## src/rtl/noc_pkg.sv

```systemverilog
// noc_pkg: definitions shared by the mesh router blocks.
//  - FLIT_W           : default flit width in bits
//  - noc_clog2()      : constant-foldable ceil(log2(n)), used for pointer/count widths
//  - router_port_e    : router port index encoding
package noc_pkg;

  localparam int unsigned FLIT_W = 8;

  typedef enum logic [2:0] {
    PORT_LOCAL = 3'd0,
    PORT_NORTH = 3'd1,
    PORT_EAST  = 3'd2,
    PORT_SOUTH = 3'd3,
    PORT_WEST  = 3'd4
  } router_port_e;

  localparam int unsigned NUM_PORTS = 5;

  // ceil(log2(n)); returns 0 for n <= 1.
  function automatic int unsigned noc_clog2(input int unsigned n);
    int unsigned r;
    r = 0;
    while ((32'd1 << r) < n) r++;
    return r;
  endfunction

endpackage

```

## src/rtl/noc_fifo_ram.sv

```systemverilog
// noc_fifo_ram: DEPTH x DATA_W register file, synchronous write, asynchronous read.
// Contents are not reset.
//  clk    : write clock, rising edge
//  we     : write enable
//  waddr  : write address
//  wdata  : write data
//  raddr  : read address
//  rdata  : combinational read data, mem[raddr]
module noc_fifo_ram #(
  parameter int unsigned DATA_W = 8,
  parameter int unsigned DEPTH  = 8,
  parameter int unsigned ADDR_W = 3
) (
  input  logic              clk,
  input  logic              we,
  input  logic [ADDR_W-1:0] waddr,
  input  logic [DATA_W-1:0] wdata,
  input  logic [ADDR_W-1:0] raddr,
  output logic [DATA_W-1:0] rdata
);

  logic [DATA_W-1:0] mem [DEPTH];

  always_ff @(posedge clk) begin
    if (we) mem[waddr] <= wdata;
  end

  assign rdata = mem[raddr];

endmodule

```

## src/rtl/noc_flit_fifo.sv

```systemverilog
// noc_flit_fifo: router input-buffer FIFO, valid/ready on both sides,
// first-word-fall-through output, occupancy count, almost-full flag,
// synchronous flush and peak-occupancy statistic.
//  clk, rst     : clock (rising edge), asynchronous active-high reset
//  flush        : synchronous clear of pointers, count and peak
//  in_valid/in_ready/in_data    : write handshake
//  out_valid/out_ready/out_data : read handshake, out_data = 0 when empty
//  count        : current occupancy 0..DEPTH
//  almost_full  : count >= AFULL_THRESH
//  peak_count   : maximum occupancy since last rst/flush
module noc_flit_fifo
  import noc_pkg::*;
#(
  parameter  int unsigned DATA_W       = FLIT_W,
  parameter  int unsigned DEPTH        = 8,
  parameter  int unsigned AFULL_THRESH = DEPTH - 2,
  localparam int unsigned PTR_W        = noc_clog2(DEPTH),
  localparam int unsigned CNT_W        = noc_clog2(DEPTH + 1)
) (
  input  logic              clk,
  input  logic              rst,
  input  logic              flush,
  input  logic              in_valid,
  output logic              in_ready,
  input  logic [DATA_W-1:0] in_data,
  output logic              out_valid,
  input  logic              out_ready,
  output logic [DATA_W-1:0] out_data,
  output logic [CNT_W-1:0]  count,
  output logic              almost_full,
  output logic [CNT_W-1:0]  peak_count
);

  logic [PTR_W-1:0]  wr_ptr_q, wr_ptr_d;
  logic [PTR_W-1:0]  rd_ptr_q, rd_ptr_d;
  logic [CNT_W-1:0]  count_q, count_d;
  logic [CNT_W-1:0]  peak_q, peak_d;
  logic              wr_en, rd_en;
  logic [DATA_W-1:0] rd_data;

  // Flags come straight from the registered count.
  assign in_ready    = (count_q != CNT_W'(DEPTH));
  assign out_valid   = (count_q != '0);
  assign almost_full = (count_q >= CNT_W'(AFULL_THRESH));

  assign wr_en = in_valid  & in_ready;
  assign rd_en = out_valid & out_ready;

  always_comb begin
    wr_ptr_d = wr_ptr_q;
    rd_ptr_d = rd_ptr_q;
    count_d  = count_q;
    peak_d   = peak_q;
    if (flush) begin
      wr_ptr_d = '0;
      rd_ptr_d = '0;
      count_d  = '0;
      peak_d   = '0;
    end else begin
      if (wr_en) wr_ptr_d = wr_ptr_q + PTR_W'(1);
      if (rd_en) rd_ptr_d = rd_ptr_q + PTR_W'(1);
      if (wr_en && !rd_en)      count_d = count_q + CNT_W'(1);
      else if (rd_en && !wr_en) count_d = count_q - CNT_W'(1);
      // Peak tracks the next count so it is current in the same cycle as count.
      if (count_d > peak_q) peak_d = count_d;
    end
  end

  always_ff @(posedge clk or posedge rst) begin
    if (rst) begin
      wr_ptr_q <= '0;
      rd_ptr_q <= '0;
      count_q  <= '0;
      peak_q   <= '0;
    end else begin
      wr_ptr_q <= wr_ptr_d;
      rd_ptr_q <= rd_ptr_d;
      count_q  <= count_d;
      peak_q   <= peak_d;
    end
  end

  noc_fifo_ram #(
    .DATA_W (DATA_W),
    .DEPTH  (DEPTH),
    .ADDR_W (PTR_W)
  ) u_ram (
    .clk   (clk),
    .we    (wr_en & ~flush),
    .waddr (wr_ptr_q),
    .wdata (in_data),
    .raddr (rd_ptr_q),
    .rdata (rd_data)
  );

  assign out_data   = out_valid ? rd_data : '0;
  assign count      = count_q;
  assign peak_count = peak_q;

endmodule

```

## config.mk

```make
export PLATFORM = sky130hd
export DESIGN_NAME = noc_flit_fifo
export DESIGN_NICKNAME = d
export VERILOG_FILES = /design/src/rtl/noc_pkg.sv /design/src/rtl/noc_fifo_ram.sv /design/src/rtl/noc_flit_fifo.sv
export SDC_FILE = /design/constraint.sdc
export NUM_CORES = 1
export LEC_CHECK = 0
export BUFFER_PORTS_ARGS = -buffer_cell sky130_fd_sc_hd__buf_2
export CAP_MARGIN = 20
export CORE_ASPECT_RATIO = 1.2
export CORE_MARGIN = 5
export CORE_UTILIZATION = 39
export CTS_BUF_LIST = sky130_fd_sc_hd__clkbuf_4 sky130_fd_sc_hd__clkbuf_8 sky130_fd_sc_hd__clkbuf_16
export CTS_CLUSTER_DIAMETER = 80
export DETAILED_ROUTE_END_ITERATION = 8
export SETUP_SLACK_MARGIN = 0.02
export SLEW_MARGIN = 20
export SYNTH_ARGS = -nofsm -noshare
export SYNTH_HDL_FRONTEND = slang
export SYNTH_HIERARCHICAL = 1
export SYNTH_SLANG_ARGS = --single-unit
```

## constraint.sdc

```tcl
create_clock -name clk -period 5.4 [get_ports clk]
set_input_delay 0.54 -clock clk [delete_from_list [all_inputs] [get_ports clk]]
set_output_delay 0.54 -clock clk [all_outputs]
set_load 0.005 [all_outputs]
```

* Yosys cells after proc, flatten, opt, wreduce, memory -nomap -nowiden
Memory sizes are Yosys's and may differ from the RTL's.
Index checks and enable logic that the tools add are counted.
** Operators by class
- $add $sub $neg :: 4
- Order comparisons :: 2
- Eq/ne operators :: 1
- Muxes and demuxes :: 13
- Bitwise logic cells :: 4
- Reduce and logical (&&, ||, !) cells :: 8
** Operators by type and width (number)
- $mux W4 :: 6
- $mux W3 :: 4
- $mux W8 :: 1
- $add A3 B1 Y3 const B :: 2
- $reduce_bool A2 Y1 :: 3
- $add A4 B1 Y4 const B :: 1
- $ge A4 B3 Y1 const B :: 1
- $gt A4 B4 Y1 :: 1
- $ne A4 B4 Y1 const B :: 1
- $reduce_bool A4 Y1 :: 1
- $sub A4 B1 Y4 const B :: 1
- $and A1 B1 Y1 :: 3
- $logic_and A1 B1 Y1 :: 2
- $logic_not A1 Y1 :: 2
- $mux W1 :: 2
- $not A1 Y1 :: 1
** Storage, ports and cells
- Flip-flop bits (word level) :: 14
- Memory bits (writable) :: 64
- Input port bits :: 13
- Output and inout port bits :: 19
- Word-level logic and storage cells :: 37
- Memories kept :: 1
** Memories
- u_ram.mem :: depth 8, bits a word 8, rd ports 1, clocked after memory_dff 0, wr ports 1, RTL line noc_fifo_ram.sv:22 : logic [DATA_W-1:0] mem [DEPTH];

* Longest topological paths before layout
- Depth in word-level cells :: 10
- Gate-level depth with buffers :: 12

* By module
The synthesis kept the hierarchy.
** By module, submodules not included
- noc_fifo_ram :: instances 1, cells an instance 106, area each 2531.2 um^2
- noc_flit_fifo :: instances 1, cells an instance 121, area each 1068.5 um^2

* Least setup slack after synthesis
OpenSTA, ideal clock, no wires.
- Path type :: register -> register
- Start :: register count_q[1], in the netlist count[1]
- End :: register peak_q[2], in the netlist peak_count[2]
- Setup time :: 94 ps
- Arrival time :: 2814 ps
- Data required time :: 5306 ps
- Path slack :: 2492 ps
- Stages on the path, launching flop included :: 13
- Cell sequence :: dfrtp_1 -> clkbuf_1 -> inv_1 -> ha_1 -> or3b_1 -> a21oi_1 -> or3_1 -> nand2_1 -> ha_1 -> nor2b_1 -> o41a_1 -> and2_1 -> a211oi_1
** On the way
- Cells in the longest elaborated chain, start to end :: 9
- Elaborated cells between the ends (all ways) :: 17
- Those cells by class :: 2 x add/sub; 1 x order compare; 1 x eq/ne; 5 x mux; 2 x bitwise; 6 x reduce/logical
** RTL lines
- start, declared :: RTL line noc_flit_fifo.sv:36 : logic [CNT_W-1:0] count_q, count_d;
- start signal, assigned :: RTL line noc_flit_fifo.sv:78 : count_q <= count_d;
- $ne A4 B4 Y1 :: RTL line noc_flit_fifo.sv:42 : assign in_ready = (count_q != CNT_W'(DEPTH));
- $and A1 B1 Y1 :: RTL line noc_flit_fifo.sv:46 : assign wr_en = in_valid & in_ready;
- $logic_not A1 Y1 :: RTL line noc_flit_fifo.sv:63 : else if (rd_en && !wr_en) count_d = count_q - CNT_W'(1);
- $logic_and A1 B1 Y1 :: RTL line noc_flit_fifo.sv:63
- $mux W4 :: RTL line noc_flit_fifo.sv:63
- $mux W4 (*) :: RTL line noc_flit_fifo.sv:62 : if (wr_en && !rd_en) count_d = count_q + CNT_W'(1);
- $mux W4 (*) :: RTL line noc_flit_fifo.sv:54 : if (flush) begin
- $gt A4 B4 Y1 or $mux W4 (tied branches) :: RTL line noc_flit_fifo.sv:65 : if (count_d > peak_q) peak_d = count_d;
- $reduce_bool A2 Y1 (no line) or $mux W4 (tied branches)
- end signal, assigned :: RTL line noc_flit_fifo.sv:79 : peak_q <= peak_d;
- end, declared :: RTL line noc_flit_fifo.sv:37 : logic [CNT_W-1:0] peak_q, peak_d;
Every way passes the cells marked *; elsewhere a longest branch is shown, timed or not. The select of a mux whose other input is x is not followed.
A chain may end at the register's enable or synchronous reset.

* Final worst setup path
Same ends and word-level chain as after synthesis.

==> metrics <==
gr ovfl total=0; yosys warns=6; Clock transition at path regs=roughly 0.080 ns; Crit. path cell count=11; crit path time final=roughly 3.3 ns; Final nets=281; Peak VDD IR=0.1805 mV; final worst-path cycle share=0.6166; Pwr Total=1.714 mW; Top delay family on crit path=simple AND/OR/NAND/NOR gates; Flop pwr share=0.440; LEAKAGE=1.502 nW; CP Class=flop to flop; Area growth syn-to-layout=12.62%; first-pass GRT wire length=roughly 11 mm; vias per std cell=5.164; Slew headroom=0.3297; I/O pins=32; Syn Inst Count=227; f_max=approximately 0.3 GHz; clk buf depth=2; Arr. time, crit path=approximately 3.6 ns; CTS tree=built; clock insertion delay at the later pin of the skew report=between 0.3 and 0.4 ns; Via Count=between 1500 and 2000; Die Ht=around 120 um; setup TNS=0 ns; area leader, netlist=edfxtp_1; synth top area cells=edfxtp_1 53%, mux4_1 11%, dfrtp_1 9.7%; Max Clock Skew=~0.01 ns; DRC=0; crit-path cells=inv_1 -> ha_1 -> or3b_1 -> a21oi_1 -> or3_1 -> nand2_1 -> ha_1 -> nor2b_1 -> o41a_1 -> and2_1 -> a211oi_1; Seq cells post-synth=78; CTS Buf Count=9; top cells by count, synth=64 x edfxtp_1, 15 x mux4_1, 14 x dfrtp_1, 14 x nor2_1, 11 x nand2_1; max-slew violation count=0; CP max-delay cell=dfrtp_1; Detail Route Antenna Nets=0; row count=38; area fraction of the dominant cell type after synthesis=0.5339; fin cells=around 380; worst stage delay on the critical path=~0.57 ns; Syn Area/Cell=approximately 16 um2; CP startpoint=count[1]; unrepaired setup endpoints after global routing=no; Starting Density=0.3985; Hold Path Class=primary input to async pin; initial antenna violation count=0; Reg2Reg Launch Point=count[1]; Async SR Flop Fraction=0.1795; Port Buf Inserts=31; Sw Ratio=0.3138; largest net degree at the start of global routing=19; placed cells=368; GPL Wtd Cong=a little under 0.8; Yosys cell types=44; status=finished clean; Post-CTS Hold Fix Bufs=0; DIE WIDTH=a little under 100 um; Mapped Nets=249; end point of the critical path=peak_count[2]; area of the mapped netlist=3600 um2; post-synthesis sequential area ratio=0.6312; Psw=0.5379 mW; vias in the first global route=1983; initial drt markers=64; Primary FF master, synth=edfxtp_1; number of enable flip-flop cells after synthesis=64; Final Hold Fails=0; startpoint types=flop; cts repair resizes=0; Pwr Density=about 420 nW/um2; crit end category=flop; wire per inst=around 17 um; ratio of cells with drive above 1 in the final layout=0.2576; DRT Pass-1 Iters=4; Logic pwr share=0.305; cell-internal power=approximately 1.2 mW; most frequent CP cell=ha_1; All-Layer GR Usage=0.1240; root buffer cell=clkbuf_8; r2r setup slk=roughly 2.1 ns; post-DP HPWL=~4.3 mm; antenna cell count=0; Clock Power Share=0.255; max-cap viol count=0; most common cell in the synthesized netlist=edfxtp_1; Crit path required time=5.66 ns; WL final=6.609 mm; Reg2Reg Depth=11; CP Buf/Inv Count=1; RR Endpoint=peak_count[2]; CTS H-tree lvls=3; setup repair bufs after CTS=0; Tightest Pin Transition=~1 ns; area of the die=approximately 11000 um2; Critical Path Fanout Max=14; clk sinks=78; core box area=9034 um2; final setup violating endpoints=0
-- routing by layer --
layer	vias up	share of wire	track usage	wire length (um)
li1	945	-	-	-
met2	38	0.51	0.2154	3373
met5	-	0	0	0
met3	7	0.033	0.02245	220
met4	0	0.015	0.06094	98
met1	993	0.44	0.1496	2916
-- how the worst min path moves through the flow --
stage                    end  slack (ns)         from  cells past startpoint
6_report       peak_count[0]        0.23          rst                      2
5_1_grt        peak_count[0]        0.29          rst                      2
4_1_cts             count[3]        0.24          rst                      2
3_5_place_dp     wr_ptr_q[2]        0.58  wr_ptr_q[2]                      2
3_3_place_gp     wr_ptr_q[2]        0.55  wr_ptr_q[2]                      2
2_1_floorplan       count[0]        0.43          rst                      1
-- layout make-up --
class                      instances  area [um2]
tap                              120       150.1
multi-input combinational        128        1225
clock inverter                     7       82.58
clock buffer                       9       123.9
fill                             821        4980
timing repair buffer              32       162.7
inverter                          10       37.54
sequential                        78        2272
-- per-stage QoR --
stage,hold slack (ns),area [um2],worst slack (ns),utilization
3_3_place_gp,0.5484,3847,2.172,0.4259
6_report,0.2335,4054,2.071,0.4488
2_1_floorplan,0.4292,3600,2.492,-
3_5_place_dp,0.5784,3847,2.084,0.4259
5_1_grt,0.2924,4054,1.826,0.4488
4_1_cts,0.2429,4054,2.059,0.4488
-- layout by cell type (no fill, tap or decap), types with 4 or more instances in the layout --
cell,netlist,layout
nand3_1,4,4
mux2_2,8,8
o21ai_0,4,4
nand2_1,11,11
and2_1,10,10
clkbuf_8,0,9
nand2b_1,5,5
mux4_1,15,15
ha_1,9,9
a21oi_1,10,10
a211oi_1,5,5
xor2_1,4,4
edfxtp_1,64,64
nor2_1,14,14
inv_1,10,10
dfrtp_1,14,14
buf_2,4,31
-- state kept, by name, summed over array words and instances, names as in the netlist --
| register | cells |
|---|---|
| wr_ptr_q | 3 |
| u_ram/mem | 64 |
| count | 4 |
| peak_count | 4 |
| rd_ptr_q | 3 |
-- logic make-up after synthesis --
group | Yosys count | share of synthesized area
buf+inv | 21 | 0.02989
mux | 26 | 0.1463
compound gates | 28 | 0.05666
xor+xnor | 4 | 0.009731
flops | 78 | 0.6312
fa+ha+maj | 9 | 0.03128
simple gates | 61 | 0.09490
-- power groups by stage --
stage | Combinational, mW | Clock [mW] | Sequential [mW]
3_3_place_gp | 0.520 | 0 | 0.768
3_5_place_dp | 0.526 | 0 | 0.769
4_1_cts | 0.529 | 0.449 | 0.755
6_report | 0.523 | 0.438 | 0.754
2_1_floorplan | 0.440 | 0 | 0.724
5_1_grt | 0.577 | 0.477 | 0.764
-- worst reg2reg max path, delay by kind of cell, from the launching register on --
kind                       cells  cell delay [ns]
and+or+nand+nor                5             1.42
AOI/OAI and AO/OA              3             0.69
DFF                            1             0.57
adders and majority gates      2             0.48
buffers and inverters          1             0.08
No activity file was read; power rests on OpenSTA's default activity.
